## src/rtl/reg_file_mp_pkg.sv

```systemverilog
// reg_file_mp_pkg: shared widths and busy-vector sizing for the register file and pipeline control
package reg_file_mp_pkg;
   localparam int DATA_W_DEF  = 32;
   localparam int INDEX_W_DEF = 4;
   localparam int BUSY_W_DEF  = 2**INDEX_W_DEF;
   function automatic int busy_w(input int index_w);
      return 2**index_w;
   endfunction
endpackage

```

## src/rtl/reg_file_mp_scoreboard.sv

```systemverilog
// rf_scoreboard: per-entry busy bits with reserve/clear and post-update lookup for both read ports
import reg_file_mp_pkg::*;
module rf_scoreboard #(
   parameter int INDEX_W  = INDEX_W_DEF,
   parameter bit ZERO_REG = 1'b1
) (
   input  logic               clk,
   input  logic               reset_n,
   input  logic               wr_en,
   input  logic [INDEX_W-1:0] wr_index,
   input  logic               rsv_en,
   input  logic [INDEX_W-1:0] rsv_index,
   input  logic [INDEX_W-1:0] rd0_index,
   input  logic [INDEX_W-1:0] rd1_index,
   output logic               rd0_busy_post,
   output logic               rd1_busy_post
);
   localparam int DEPTH = busy_w(INDEX_W);
   logic [DEPTH-1:0] busy_q, busy_d;
   // reserve is applied after the write clear so it wins on the same index
   always_comb begin
      busy_d = busy_q;
      if (wr_en) busy_d[wr_index] = 1'b0;
      if (rsv_en) busy_d[rsv_index] = 1'b1;
      if (ZERO_REG) busy_d[0] = 1'b0;
   end
   assign rd0_busy_post = busy_d[rd0_index];
   assign rd1_busy_post = busy_d[rd1_index];
   always_ff @(posedge clk or negedge reset_n)
      if (!reset_n) busy_q <= '0;
      else busy_q <= busy_d;
endmodule

```

## src/rtl/reg_file_mp.sv

```systemverilog
// reg_file_mp: two-read one-write register file with optional zero entry, write bypass and busy scoreboard
import reg_file_mp_pkg::*;
module reg_file_mp #(
   parameter int DATA_W   = DATA_W_DEF,
   parameter int INDEX_W  = INDEX_W_DEF,
   parameter bit ZERO_REG = 1'b1,
   parameter bit BYPASS   = 1'b1
) (
   input  logic               clk,
   input  logic               reset_n,
   input  logic               wr_en,
   input  logic [INDEX_W-1:0] wr_index,
   input  logic [DATA_W-1:0]  wr_data,
   input  logic               rsv_en,
   input  logic [INDEX_W-1:0] rsv_index,
   input  logic               rd0_en,
   input  logic [INDEX_W-1:0] rd0_index,
   input  logic               rd1_en,
   input  logic [INDEX_W-1:0] rd1_index,
   output logic [DATA_W-1:0]  rd0_data,
   output logic [DATA_W-1:0]  rd1_data,
   output logic               rd0_busy,
   output logic               rd1_busy
);
   localparam int DEPTH = busy_w(INDEX_W);
   logic [DEPTH-1:0][DATA_W-1:0] mem_q, mem_d;
   logic [DATA_W-1:0] rd0_data_q, rd0_data_d, rd1_data_q, rd1_data_d;
   logic rd0_busy_q, rd0_busy_d, rd1_busy_q, rd1_busy_d;
   logic rd0_busy_post, rd1_busy_post;
   logic wr_ok, rd0_zero, rd1_zero, rd0_fwd, rd1_fwd;
   rf_scoreboard #(.INDEX_W(INDEX_W), .ZERO_REG(ZERO_REG)) u_sb (
      .clk(clk), .reset_n(reset_n),
      .wr_en(wr_en), .wr_index(wr_index),
      .rsv_en(rsv_en), .rsv_index(rsv_index),
      .rd0_index(rd0_index), .rd1_index(rd1_index),
      .rd0_busy_post(rd0_busy_post), .rd1_busy_post(rd1_busy_post)
   );
   // the zero entry masks bypass too, so forwarding is never checked first
   always_comb begin
      wr_ok = wr_en && !(ZERO_REG && wr_index == '0);
      rd0_zero = ZERO_REG && rd0_index == '0;
      rd1_zero = ZERO_REG && rd1_index == '0;
      rd0_fwd = BYPASS && wr_en && wr_index == rd0_index;
      rd1_fwd = BYPASS && wr_en && wr_index == rd1_index;
      mem_d = mem_q;
      if (wr_ok) mem_d[wr_index] = wr_data;
      rd0_data_d = !rd0_en ? rd0_data_q : rd0_zero ? '0 : rd0_fwd ? wr_data : mem_q[rd0_index];
      rd1_data_d = !rd1_en ? rd1_data_q : rd1_zero ? '0 : rd1_fwd ? wr_data : mem_q[rd1_index];
      rd0_busy_d = rd0_en ? rd0_busy_post : rd0_busy_q;
      rd1_busy_d = rd1_en ? rd1_busy_post : rd1_busy_q;
   end
   always_ff @(posedge clk or negedge reset_n)
      if (!reset_n) begin
         mem_q      <= '0;
         rd0_data_q <= '0;
         rd1_data_q <= '0;
         rd0_busy_q <= 1'b0;
         rd1_busy_q <= 1'b0;
      end else begin
         mem_q      <= mem_d;
         rd0_data_q <= rd0_data_d;
         rd1_data_q <= rd1_data_d;
         rd0_busy_q <= rd0_busy_d;
         rd1_busy_q <= rd1_busy_d;
      end
   assign rd0_data = rd0_data_q;
   assign rd1_data = rd1_data_q;
   assign rd0_busy = rd0_busy_q;
   assign rd1_busy = rd1_busy_q;
endmodule

```

## config.mk

```make
export PLATFORM = sky130hd
export DESIGN_NAME = reg_file_mp
export DESIGN_NICKNAME = d
export VERILOG_FILES = /design/src/rtl/reg_file_mp_pkg.sv /design/src/rtl/reg_file_mp_scoreboard.sv /design/src/rtl/reg_file_mp.sv
export SDC_FILE = /design/constraint.sdc
export NUM_CORES = 1
export LEC_CHECK = 0
export CAP_MARGIN = 20
export CORE_ASPECT_RATIO = 1.25
export CORE_MARGIN = 3
export CORE_UTILIZATION = 60
export DETAILED_ROUTE_END_ITERATION = 10
export PLACE_DENSITY = 0.86
export SYNTH_ARGS = -nofsm -noshare
export SYNTH_HDL_FRONTEND = slang
export SYNTH_SLANG_ARGS = --single-unit
```

## constraint.sdc

```tcl
create_clock -name clk -period 2.85 [get_ports clk]
set_clock_uncertainty 0.05 [all_clocks]
set_input_delay 0.285 -clock clk [delete_from_list [all_inputs] [get_ports clk]]
set_output_delay 0.285 -clock clk [all_outputs]
set_load 0.005 [all_outputs]
```

==> flow_summary.html <==
<table>
<tr><th>Metric</th><th>Value</th></tr>
<tr><th colspan="2">Power and ir drop</th></tr>
<tr><td>Static Leak</td><td>14.9 nW</td></tr>
<tr><td>Clock network fraction of total power</td><td>0.316</td></tr>
<tr><td>Areal power density over the cells</td><td>715 nW/um^2</td></tr>
<tr><td>Worst ir drop on vdd</td><td>0.000496 V</td></tr>
<tr><td>Portion of total power attributed to sequential cells</td><td>0.460</td></tr>
<tr><td>NetSw</td><td>0.00693 W</td></tr>
<tr><td>Fraction of power spent switching nets</td><td>0.275</td></tr>
<tr><td>Pint</td><td>0.0182 W</td></tr>
<tr><td>Proportion of power drawn by combinational gates</td><td>0.224</td></tr>
<tr><th colspan="2">Critical path</th></tr>
<tr><td>Depth of the critical timing path with buffers and inverters included</td><td>1</td></tr>
<tr><td>CP required</td><td>2.52 ns</td></tr>
<tr><td>Largest fanout of any net on the critical path</td><td>5</td></tr>
<tr><td>Critical Path Max Stage Delay</td><td>0.64 ns</td></tr>
<tr><td>Crit path cell chain</td><td>clkdlybuf4s50_1</td></tr>
<tr><td>Startpoint of the most critical setup path</td><td>rd0_busy</td></tr>
<tr><td>Number of buffers and inverters on the critical path</td><td>1</td></tr>
<tr><td>CP max stage cell</td><td>sky130_fd_sc_hd__clkdlybuf4s50_1</td></tr>
<tr><td>Worst Reg-to-Reg Cells</td><td>5</td></tr>
<tr><td>Delay-heaviest family, CP</td><td>buffers and inverters</td></tr>
<tr><td>Crit Path Category</td><td>reg -&gt; out</td></tr>
<tr><td>Critical Path Start Type</td><td>register</td></tr>
<tr><td>Critical path endpoint category</td><td>primary output</td></tr>
<tr><td>Worst reg2reg path startpoint</td><td>mem_q[116]</td></tr>
<tr><td>Data arrival time of the critical path</td><td>1.75 ns</td></tr>
<tr><th colspan="2">STA</th></tr>
<tr><td>Clock period minus worst slack</td><td>2.09 ns</td></tr>
<tr><td>Accumulated negative setup slack</td><td>0 ns</td></tr>
<tr><td>Max-slew violation count</td><td>0</td></tr>
<tr><td>Share of the clock period used by the worst path</td><td>0.733</td></tr>
<tr><td>Final count of negative-setup-slack endpoints</td><td>0</td></tr>
<tr><td>Final hold violations</td><td>0</td></tr>
<tr><td>Setup repair after global routing missed its margin</td><td>no</td></tr>
<tr><td>Achievable frequency</td><td>479 MHz</td></tr>
<tr><td>Max transition margin</td><td>0.487</td></tr>
<tr><td>Worst Tran Pin Value</td><td>0.768 ns</td></tr>
<tr><th colspan="2">Place</th></tr>
<tr><td>Placer congestion estimate</td><td>0.882</td></tr>
<tr><td>Buffers on Ports</td><td>119</td></tr>
<tr><td>Hpwl dp</td><td>53900 microns</td></tr>
<tr><td>Placed cell areas</td><td>33200 sq um</td></tr>
<tr><th colspan="2">Drt</th></tr>
<tr><td>Total via count in the routed design</td><td>21900</td></tr>
<tr><td>Drt first pass iters</td><td>5</td></tr>
<tr><td>Via-per-instance ratio</td><td>7.17</td></tr>
<tr><td>Number of routed nets with antenna violations</td><td>0</td></tr>
<tr><td>Drt initial violations</td><td>2474</td></tr>
<tr><td>Average wire length per cell after detail routing</td><td>30.2 microns</td></tr>
<tr><td>Overall routed net length</td><td>92200 microns</td></tr>
<tr><td>Remaining DRCs</td><td>0</td></tr>
<tr><th colspan="2">Logic synthesis</th></tr>
<tr><td>Number of warnings printed during yosys synthesis</td><td>0</td></tr>
<tr><td>Area fraction of the dominant cell type after synthesis</td><td>0.482</td></tr>
<tr><td>Mean Syn Cell Area</td><td>13.3 sq um</td></tr>
<tr><td>Cell type with the largest total area after synthesis</td><td>sky130_fd_sc_hd__dfrtp_1</td></tr>
<tr><td>Flip-flop and latch count after synthesis</td><td>593</td></tr>
<tr><td>Count of flip-flops with a built-in enable after synthesis</td><td>0</td></tr>
<tr><td>Synthesized cell area</td><td>30800 sq um</td></tr>
<tr><td>Most frequently used flop master after synthesis</td><td>sky130_fd_sc_hd__dfrtp_1</td></tr>
<tr><td>Synthesized netlist net count</td><td>2366</td></tr>
<tr><td>Count of distinct cell types in the synthesized netlist</td><td>46</td></tr>
<tr><td>Cells after Synth</td><td>2312</td></tr>
<tr><td>Top cells by area in the synthesized netlist</td><td>sky130_fd_sc_hd__dfrtp_1 48%, sky130_fd_sc_hd__mux4_2 19%, sky130_fd_sc_hd__mux2_2 14%, sky130_fd_sc_hd__nand2_1 4.5%, sky130_fd_sc_hd__clkbuf_1 2.3%</td></tr>
<tr><td>Seq/Total Area, Yosys</td><td>0.482</td></tr>
<tr><td>Post-synth ARST share</td><td>1.00</td></tr>
<tr><th colspan="2">Die</th></tr>
<tr><td># IOs</td><td>120</td></tr>
<tr><td>Starting density of the core</td><td>0.609</td></tr>
<tr><td>DIE HEIGHT</td><td>259 microns</td></tr>
<tr><td>DIE WIDTH</td><td>209 microns</td></tr>
<tr><td>DIE AREA</td><td>54100 sq um</td></tr>
<tr><td>Std-Cell Core Area</td><td>50500 sq um</td></tr>
<tr><td>Site Rows</td><td>92</td></tr>
<tr><th colspan="2">Job</th></tr>
<tr><td># Max-Cap Violations</td><td>0</td></tr>
<tr><th colspan="2">Cells and area</th></tr>
<tr><td>Sequential standard cell area</td><td>14800 sq um</td></tr>
<tr><td>Share of cells above drive strength 1</td><td>0.371</td></tr>
<tr><td>Number of fill cells</td><td>3161</td></tr>
<tr><td>Final net count</td><td>2407</td></tr>
<tr><td>Final design instance area without fill</td><td>35200 sq um</td></tr>
<tr><td>Area of the multi-input gates</td><td>15000 sq um</td></tr>
<tr><td>Signed area change from the synthesized netlist to the final layout</td><td>14.2%</td></tr>
<tr><th colspan="2">Clock tree</th></tr>
<tr><td>Clock root buffer</td><td>sky130_fd_sc_hd__clkbuf_16</td></tr>
<tr><td>CTS sink cnt</td><td>593</td></tr>
<tr><td>Post-CTS setup buffers</td><td>0</td></tr>
<tr><td>Total CTS buffers</td><td>56</td></tr>
<tr><td>Buffer levels on the longest clock path</td><td>3</td></tr>
<tr><td>Clock latency of the later-clocked register in the worst-skew pair</td><td>0.63 ns</td></tr>
<tr><td>Clock Pin Slew Worst Setup and Hold Paths</td><td>0.07 ns</td></tr>
<tr><td>H-tree levels</td><td>2</td></tr>
<tr><td>Clock tree from TritonCTS</td><td>yes</td></tr>
<tr><th colspan="2">Run status</th></tr>
<tr><td>Result of the run</td><td>finished clean</td></tr>
<tr><th colspan="2">Global route</th></tr>
<tr><td>Initial antenna violation count</td><td>2</td></tr>
<tr><td>Global routing usage summed across all routing layers</td><td>0.342</td></tr>
<tr><td>Remaining global-route overflow</td><td>0</td></tr>
<tr><td>Pin count of the biggest net entering global routing</td><td>100</td></tr>
<tr><td>Global-route wire length before repair</td><td>141000 microns</td></tr>
<tr><td>Number of global-route vias before repair</td><td>23400</td></tr>
<tr><th colspan="2">Hold path</th></tr>
<tr><td>Class of the tightest hold or removal check</td><td>in -&gt; async</td></tr>
</table>
[layout make-up]
class | count | share of cell area
inverters | 6 | 0.000640
clock buffers | 71 | 0.0446
multi-input cells | 1459 | 0.426
well taps | 658 | 0.0234
flip-flops and latches | 593 | 0.422
diodes | 1 | 0.0000712
repair buffers | 237 | 0.0729
clock inverters | 29 | 0.0103
[per-layer routing]
| metal | GRT usage | vias up | wire (microns) |
|---|---|---|---|
| met3 | 0.0820 | 376 | 10300 |
| met2 | 0.539 | 1489 | 43700 |
| met1 | 0.446 | 11300 | 32700 |
| met4 | 0.183 | 2 | 5460 |
| met5 | 0 | - | 20 |
| li1 | - | 8734 | - |
[cell families after synthesis]
group / synth area share
AOI/OAI and AO/OA: 0.0606
xor gates and xnor gates: 0.00285
buffers and inverters: 0.0353
DFF: 0.482
muxes: 0.341
and+or+nand+nor: 0.0782
[what timing repair did]
action | in CTS | in global routing
hold buffers | 1 | 0
endpoints found under the hold margin | 190 | 0
gates resized for setup | 0 | 0
setup endpoints to repair | 0 | 0
[cells in the mapped netlist (3+ instances only)]
library cell                number
sky130_fd_sc_hd__and3_1          3
sky130_fd_sc_hd__nand2b_1        5
sky130_fd_sc_hd__mux2i_1        34
sky130_fd_sc_hd__nand3_1        12
sky130_fd_sc_hd__a32oi_1         4
sky130_fd_sc_hd__xor2_1          8
sky130_fd_sc_hd__a31oi_1        32
sky130_fd_sc_hd__nor3_1          4
sky130_fd_sc_hd__a221o_1        64
sky130_fd_sc_hd__nand4_1         6
sky130_fd_sc_hd__mux2_2        386
sky130_fd_sc_hd__dfrtp_1       593
sky130_fd_sc_hd__a211oi_1       63
sky130_fd_sc_hd__a22o_1          7
sky130_fd_sc_hd__nor2b_1       104
sky130_fd_sc_hd__buf_2          41
sky130_fd_sc_hd__o22ai_1         4
sky130_fd_sc_hd__nor3b_1         4
sky130_fd_sc_hd__nor4_1          4
sky130_fd_sc_hd__buf_4          12
sky130_fd_sc_hd__inv_1           5
sky130_fd_sc_hd__a2111oi_0      31
sky130_fd_sc_hd__nor2_1         24
sky130_fd_sc_hd__buf_1           7
sky130_fd_sc_hd__clkbuf_1      192
sky130_fd_sc_hd__mux4_2        258
sky130_fd_sc_hd__o21ai_0         7
sky130_fd_sc_hd__nand2_1       369
[state kept, by name, indices dropped and copies added (netlist names)]
register     count
mem_q          512
rd0_busy         1
rd0_data        32
rd1_busy         1
rd1_data        32
u_sb.busy_q     15
[worst paths after layout]
kind                           endpoint  slack [ns]
max                            rd0_busy        0.76
min                            mem_q[0]        0.10
max reg2reg                rd1_data[20]        0.81
min reg2reg                   mem_q[18]        0.35
max in group asynchronous    mem_q[123]        1.72
min in group clk               rd1_busy        0.11
[power groups by stage]
stage          Sequential [W]  Combinational [W]  Clock, W
2_1_floorplan          0.0112            0.00394         0
3_3_place_gp           0.0114            0.00531         0
3_5_place_dp           0.0116            0.00556         0
4_1_cts                0.0115            0.00562   0.00799
5_1_grt                0.0118            0.00600   0.00834
6_report               0.0116            0.00564   0.00795
[metrics by stage]
step                 util  total power (W)  setup WS, ns  hold WS, ns  std cells
floorplan               -           0.0151         0.670      -0.0606       2312
global placement    0.657           0.0167       -0.0409        0.164       2951
detailed placement  0.657           0.0172         0.228        0.164       2952
CTS                 0.696           0.0251         0.772       0.0741       3053
global route        0.696           0.0261         0.711        0.106       3053
finish              0.696           0.0251         0.761        0.101       3054
[layout by cell type (no fill, tap or decap), types with 3 or more instances in the layout]
cell,instances
sky130_fd_sc_hd__mux2_2,386
sky130_fd_sc_hd__a221o_1,64
sky130_fd_sc_hd__clkinv_2,15
sky130_fd_sc_hd__a211oi_1,63
sky130_fd_sc_hd__and3_1,3
sky130_fd_sc_hd__nand3_1,11
sky130_fd_sc_hd__nor4_1,3
sky130_fd_sc_hd__bufinv_16,8
sky130_fd_sc_hd__nor2b_4,3
sky130_fd_sc_hd__clkbuf_1,5
sky130_fd_sc_hd__mux4_2,258
sky130_fd_sc_hd__nand2_2,3
sky130_fd_sc_hd__clkbuf_16,57
sky130_fd_sc_hd__buf_2,3
sky130_fd_sc_hd__o22ai_1,4
sky130_fd_sc_hd__clkbuf_8,11
sky130_fd_sc_hd__buf_4,80
sky130_fd_sc_hd__nand2_1,366
sky130_fd_sc_hd__nor3_1,3
sky130_fd_sc_hd__xor2_1,8
sky130_fd_sc_hd__a2111oi_0,31
sky130_fd_sc_hd__nor2_4,10
sky130_fd_sc_hd__buf_12,40
sky130_fd_sc_hd__clkinvlp_4,4
sky130_fd_sc_hd__a32oi_1,4
sky130_fd_sc_hd__a22o_1,7
sky130_fd_sc_hd__nor2_1,14
sky130_fd_sc_hd__nor2b_1,101
sky130_fd_sc_hd__clkdlybuf4s50_1,109
sky130_fd_sc_hd__nand4_1,6
sky130_fd_sc_hd__o21ai_0,7
sky130_fd_sc_hd__inv_1,5
sky130_fd_sc_hd__mux2i_1,34
sky130_fd_sc_hd__dfrtp_1,593
sky130_fd_sc_hd__a31oi_1,32
sky130_fd_sc_hd__nor3b_1,4
sky130_fd_sc_hd__nand2b_1,3
No activity file was read; power rests on OpenSTA's default activity.
